--- src/rtl/fifo_pkg.sv ---
// Shared FIFO defaults and pointer-width helper.
// Thresholds and read mode stay local to each FIFO instance.
package fifo_pkg;

  localparam int DEF_DATA_WIDTH = 8;
  localparam int DEF_DEPTH      = 8;

  // Address width for a power-of-two depth; never narrower than one bit.
  function automatic int ptr_w(input int depth);
    return (depth > 1) ? $clog2(depth) : 1;
  endfunction

endpackage

--- src/rtl/fifo_mem.sv ---
// FIFO storage: one synchronous write port, one asynchronous read address, no reset.
// Kept free of control logic so it can map onto distributed RAM.
module fifo_mem
  import fifo_pkg::*;
#(
  parameter int DATA_WIDTH = DEF_DATA_WIDTH,
  parameter int DEPTH      = DEF_DEPTH,
  parameter int AW         = ptr_w(DEF_DEPTH)
) (
  input  logic                  clk,
  input  logic                  we,
  input  logic [AW-1:0]         waddr,
  input  logic [DATA_WIDTH-1:0] wdata,
  input  logic [AW-1:0]         raddr,
  output logic [DATA_WIDTH-1:0] rdata
);

  logic [DATA_WIDTH-1:0] mem [DEPTH];

  always_ff @(posedge clk) begin
    if (we) mem[waddr] <= wdata;
  end

  assign rdata = mem[raddr];

endmodule

--- src/rtl/param_sync_fifo.sv ---
// Single-clock FIFO with registered flags, sticky over/underflow, and either
// one-cycle read latency (FWFT=0) or a registered first-word-fall-through head.
module param_sync_fifo
  import fifo_pkg::*;
#(
  parameter int DATA_WIDTH    = DEF_DATA_WIDTH,
  parameter int DEPTH         = DEF_DEPTH,
  parameter int AFULL_THRESH  = DEPTH - 2,
  parameter int AEMPTY_THRESH = 2,
  parameter int FWFT          = 0
) (
  input  logic                     clk,
  input  logic                     rst,
  input  logic                     wen,
  input  logic [DATA_WIDTH-1:0]    wdata,
  input  logic                     ren,
  output logic [DATA_WIDTH-1:0]    rdata,
  output logic                     full,
  output logic                     empty,
  output logic                     almost_full,
  output logic                     almost_empty,
  output logic [ptr_w(DEPTH):0]    count,
  output logic                     overflow,
  output logic                     underflow
);

  localparam int AW = ptr_w(DEPTH);
  localparam int CW = AW + 1;

  logic [AW-1:0]         wr_ptr;
  logic [AW-1:0]         rd_ptr;
  logic [AW-1:0]         rd_ptr_nxt;
  logic [AW-1:0]         mem_raddr;
  logic [CW-1:0]         count_nxt;
  logic [DATA_WIDTH-1:0] mem_rdata;
  logic                  wr_acc;
  logic                  rd_acc;

  fifo_mem #(
    .DATA_WIDTH (DATA_WIDTH),
    .DEPTH      (DEPTH),
    .AW         (AW)
  ) u_mem (
    .clk   (clk),
    .we    (wr_acc),
    .waddr (wr_ptr),
    .wdata (wdata),
    .raddr (mem_raddr),
    .rdata (mem_rdata)
  );

  always_comb begin
    wr_acc     = wen & ~full;
    rd_acc     = ren & ~empty;
    rd_ptr_nxt = rd_acc ? rd_ptr + AW'(1) : rd_ptr;
    count_nxt  = count;
    if (wr_acc && !rd_acc)      count_nxt = count + CW'(1);
    else if (!wr_acc && rd_acc) count_nxt = count - CW'(1);
    // FWFT preloads the word that will be at the head after this edge.
    mem_raddr  = (FWFT != 0) ? rd_ptr_nxt : rd_ptr;
  end

  always_ff @(posedge clk) begin
    if (rst) begin
      wr_ptr       <= '0;
      rd_ptr       <= '0;
      count        <= '0;
      full         <= 1'b0;
      empty        <= 1'b1;
      almost_full  <= 1'b0;
      almost_empty <= 1'b1;
      overflow     <= 1'b0;
      underflow    <= 1'b0;
      rdata        <= '0;
    end else begin
      if (wr_acc) wr_ptr <= wr_ptr + AW'(1);
      rd_ptr       <= rd_ptr_nxt;
      count        <= count_nxt;
      full         <= (count_nxt == CW'(DEPTH));
      empty        <= (count_nxt == '0);
      almost_full  <= (count_nxt >= CW'(AFULL_THRESH));
      almost_empty <= (count_nxt <= CW'(AEMPTY_THRESH));
      if (wen && full)  overflow  <= 1'b1;
      if (ren && empty) underflow <= 1'b1;
      if (FWFT == 0) begin
        if (rd_acc) rdata <= mem_rdata;
      end else if (count_nxt != '0) begin
        // New head is the word being written when the FIFO drains to it this edge.
        rdata <= (wr_acc && (wr_ptr == rd_ptr_nxt)) ? wdata : mem_rdata;
      end
    end
  end

endmodule
--- config.mk ---
export PLATFORM = sky130hd
export DESIGN_NAME = param_sync_fifo
export DESIGN_NICKNAME = d
export VERILOG_FILES = /design/src/rtl/fifo_pkg.sv /design/src/rtl/fifo_mem.sv /design/src/rtl/param_sync_fifo.sv
export SDC_FILE = /design/constraint.sdc
export NUM_CORES = 1
export LEC_CHECK = 0
export CAP_MARGIN = 20
export CORE_UTILIZATION = 64
export CTS_BUF_LIST = sky130_fd_sc_hd__clkbuf_8
export CTS_CLUSTER_SIZE = 24
export DETAILED_ROUTE_END_ITERATION = 8
export PLACE_DENSITY_LB_ADDON = 0.05
export SETUP_SLACK_MARGIN = 0.15
export SYNTH_ARGS = -nofsm -noshare
export SYNTH_HDL_FRONTEND = slang
export SYNTH_SLANG_ARGS = --single-unit
--- constraint.sdc ---
create_clock -name clk -period 2.84 [get_ports clk]
set_input_delay 0.284 -clock clk [delete_from_list [all_inputs] [get_ports clk]]
set_output_delay 0.284 -clock clk [all_outputs]
set_load 0.1 [all_outputs]
Yosys cells after proc, flatten, opt, wreduce, memory -nomap -nowiden
Memories as Yosys holds them, arrays and structs flattened. A register that Yosys moved wholly into a read port is not among the register bits.
Cells that the tools add are included.
Word-level totals
  bits in registers: 16
  bits in latches: 0
  RAM bits: 64
  ROM bits: 0
  input bits: 12
  output and inout bits: 18
  logic and storage cells: 32
  memories: 1
Operators by class
  $add $sub $neg: 4
  multiply operators: 0
  div/mod/pow operators: 0
  magnitude comparators: 2
  equality and inequality tests: 1
  shifts and indexed selects: 0
  mux-type cells: 4
  bitwise logic cells: 4
  reductions and logical operators: 7
Memories
  u_mem.mem: words 8, width 8, read ports 1, clocked after memory_dff 1, wr ports 1, line fifo_mem.sv:18  | logic [DATA_WIDTH-1:0] mem [DEPTH];
Operators by type and width (count)
  4-bit two-way mux: 2
  3-bit by 1-bit adder with 3-bit output, second input constant: 2
  4-bit by 1-bit adder with 4-bit output, second input constant: 1
  4-bit equality test, second input constant: 1
  4-bit by 3-bit >= comparator with 1-bit output, second input constant: 1
  4-bit by 2-bit <= comparator with 1-bit output, second input constant: 1
  1-bit logical AND: 4
  4-bit zero test: 1
  4-bit by 1-bit subtractor with 4-bit output, second input constant: 1
  1-bit bitwise AND: 2
  1-bit zero test: 2
  1-bit two-way mux: 2
  1-bit inverter: 2

Longest topological paths before layout
  word-level depth: 7
  depth in mapped cells: 6
  depth with buffers taken out: 6

Cells and area by module
From an unflattened synthesis, not the netlist that was laid out.
Second synthesis, totals
  cell total of the unflattened synthesis: 220
  area, all modules: 3613.5 µm²
By module, submodules not included
  fifo_mem: times used 1, cells an instance 106, area each 2531.2 µm², sequential area each 1921.8 µm²
  param_sync_fifo: times used 1, cells an instance 114, area each 1082.3 µm², sequential area each 480.5 µm²

Worst setup path before layout
Ideal clock, no wire load.
  path type: register to register
  start: register count[0]
  end: register almost_full
  library setup time: 114 ps
  arrival time: 2067 ps
  required time: 2726 ps
  setup slack: 659 ps
  stages on the path, launching flop included: 6
  path buffers: 0
  period minus slack after synthesis: 2181 ps
  cell sequence: dfxtp_1 -> inv_1 -> ha_1 -> a22oi_4 -> mux2_4 -> a21o_1
On the way
  word-level cells in the longest chain between the ends: 4
  elaborated cells between the ends (all ways): 5
  classes of those cells: add/sub (2); order compare (1); mux (2)
Ends and longest elaborated chain
  from (decl): line param_sync_fifo.sv:22  | output logic [ptr_w(DEPTH):0] count,
  from (signal assigned): line param_sync_fifo.sv:78  | count <= count_nxt;
  4-bit by 1-bit subtractor with 4-bit output: line param_sync_fifo.sv:58  | else if (!wr_acc && rd_acc) count_nxt = count - CW'(1);
  4-bit two-way mux: line param_sync_fifo.sv:58
  4-bit two-way mux (*): line param_sync_fifo.sv:57  | if (wr_acc && !rd_acc) count_nxt = count + CW'(1);
  4-bit by 3-bit >= comparator with 1-bit output (*): line param_sync_fifo.sv:81  | almost_full <= (count_nxt >= CW'(AFULL_THRESH));
  to (signal assigned): line param_sync_fifo.sv:81
  to (decl): line param_sync_fifo.sv:20  | output logic almost_full,
Every way passes the cells marked *; elsewhere a longest branch is shown, timed or not.
A chain may end at the register's enable or synchronous reset.

==> flow_summary.toml <==
[place]
gp_congestion = 0.843
dp.cells = 314
hpwl_um = 4330
port-buffer-count = 29
placed_area_um2 = 3850

[detailed_routing]
met1_length_um = 2710
topRoutingLayerUsed = "met4"
drt-total-wl_um = 6650
vias = 1926
viasPerCell = 5.84
first_pass_iters = 4
drtAntennaViolNets = 0
drt_iter0_markers = 171
dr_wl_met2_um = 3410
routedWlPerCell_um = 20.1
wl_met3_um = 327
drc = 0

[synthesis]
yosys-top-cells-count = "edfxtp_1, dfxtp_1, mux4_2"
synth.top_cell.area_share_pct = 55.3
synthXorXnorAreaFrac_pct = 1.76
async_flop_share_pct = 0
yosys.area_share.adder_pct = 1.44
yosys-top-cells-area = "edfxtp_1, dfxtp_1, mux4_2"
syn_area_per_cell_um2 = 16.5
ys_types = 33
synth_top_family_by_area = "multiplexers"
yosysWarnings = 0
synth_edf_count = 64
yosys-mux-area-fraction_pct = 13.5
synth.cell_area_um2 = 3480
synth_ff_type = "edfxtp_1"
ys_seq_area_share_pct = 69.1
yosysMostFrequentCell = "edfxtp_1"
synth_compound_area_share_pct = 5.58
synth_nets = 227
synth-simple-area-share_pct = 6.51
yosys.area.top_type = "edfxtp_1"
synth_seq_cells = 88
syn_inst = 211

[timing]
fin_worst_skew_ns = 0.0124
maxSlewHeadroom_pct = 40.8
whs_ns = 0.484
setup_tns_ns = 0
slew_viol_final = 0
rsz0062_at_grt = "no"
fin_crit_sh_pct = 63.3
tightest_slew_ns = 0.887
max_freq_mhz = 556
period_needed_ns = 1.80
hold_viol = 0
finalSetupViolCount = 0

[clock_network]
cts-root-to-sink-buffers = 2
clkTransAtPathRegs_ns = 0.09
cts_tree = "done"
hold_buffers = 0
post_cts_buffers = 0
htreeDepth = 3
numCtsBuffers = 9
insertion_delay_ns = 0.35
cts.sinks = 88
clock-root-buffer = "clkbuf_8"
cts_resized = 0

[worst_hold_path]
hold_path_class = "reg -> reg"

[floorplan]
rows = 26
design.die.area_um2 = 5730
dieHeight_um = 75.7
core_area_um2 = 5170
die-width_um = 75.7
ios = 30
initial_utilization_pct = 67.2

[setup_path]
cpPeakStageDelay_ns = 0.91
path_class = "reg -> reg"
rrSetupSlack_ns = 1.04
critPathArrivalTime_ns = 2.03
critPathRequiredTime_ns = 3.07
cpMaxStageDelayCell = "dfxtp_1"
worstPathMaxFanout = 18
worst_setup_path_end_kind = "register"
crit_buf_inv = 0
startpoint_type = "register"
crit_family = "flip-flops"
cp_cell_sequence = "mux4_2 > mux2i_1 > a21oi_1"

[cells_and_area]
area_growth_pct = 16.9
final_util_pct = 78.6
nFillCells = 301
final_area_um2 = 4070
drive_gt1_share_pct = 27.7
diodes = 0
final_nets = 271
fin_cells = 330

[power]
ir_worst_vdd_mv = 0.715
leakage_nw = 1.43
powerDensity_nw_per_um2 = 886

[status]
outcome = "finished, final reports clean"

[grt]
grt_antenna_before_repair = 0
grtUsageTotal_pct = 26.1
grt_pass1_wl_um = 9870
grt_pass1_vias = 1938
grt_max_degree = 19
globalRouteOverflowTotal = 0

[job]
cap_violations = 0
sequential cells by signal, indices dropped and copies added, names as in the netlist:
name          flops
full              1
empty             1
overflow          1
almost_empty      1
count             4
almost_full       1
underflow         1
u_mem.mem        64
mem_raddr         3
wr_ptr            3
rdata             8
layout make-up:
type	instances	area [µm²]	area share [%]
clock buffers	9	124	3.05
clock inverters	7	96.3	2.37
inverters	3	11.3	0.277
multi-input cells	111	1000	24.6
flip-flops and latches	88	2400	59.1
well taps	70	87.6	2.15
repair buffers	42	343	8.43
final timing paths:
check / cells after the start / endpoint / from
setup / recovery: 3 / rdata[0] / mem_raddr[1]
setup reg to reg: 3 / rdata[0] / mem_raddr[1]
hold reg to reg: 2 / overflow / overflow
hold / removal: 2 / overflow / overflow
worst min-delay path: stages (launching register included):
cell and delay (ns):
dfxtp_1 0.34, a21oi_1 0.05, nor2_1 0.07
kinds of logic (layout without fill, tap and decap cells):
logic type,Yosys count,in the layout
XOR/XNOR,7,7
adder cells (fa/ha/maj),4,4
multiplexers,26,26
buffers and inverters,12,61
AND/OR/NAND/NOR,44,44
flip-flops,88,88
AO/OA/AOI/OAI,30,30
layout by cell type (no fill, tap or decap), types with 4 or more instances in the layout:
master           count
mux2i_1              8
clkbuf_8             9
inv_1                4
a21oi_1             13
mux4_2              16
nand2_1              9
buf_4               31
dfxtp_1             24
edfxtp_1            64
clkdlybuf4s50_1     11
o21ai_0              9
xnor2_1              5
ha_1                 4
nor2_1              15
nand2b_1             5
layer usage:
layer,vias up,GRT usage (%)
met5,-,0
met4,0,15.2
met1,953,33.2
met2,66,41.6
li1,887,-
met3,20,6.22
where the power goes:
part,internal (mW),leakage [nW],switching [mW]
combinational,0.342,0.545,0.756
sequential,1.48,0.778,0.0881
clock,0.497,0.107,0.438
total,2.32,1.43,1.28
metrics by stage:
step	total power, mW	worst slack, ns
floorplan	2.47	0.659
global placement	2.67	0.883
detailed placement	2.69	0.742
CTS	3.63	1.04
global route	3.75	0.978
finish	3.60	1.04
No activity file was read; power rests on OpenSTA's default activity.
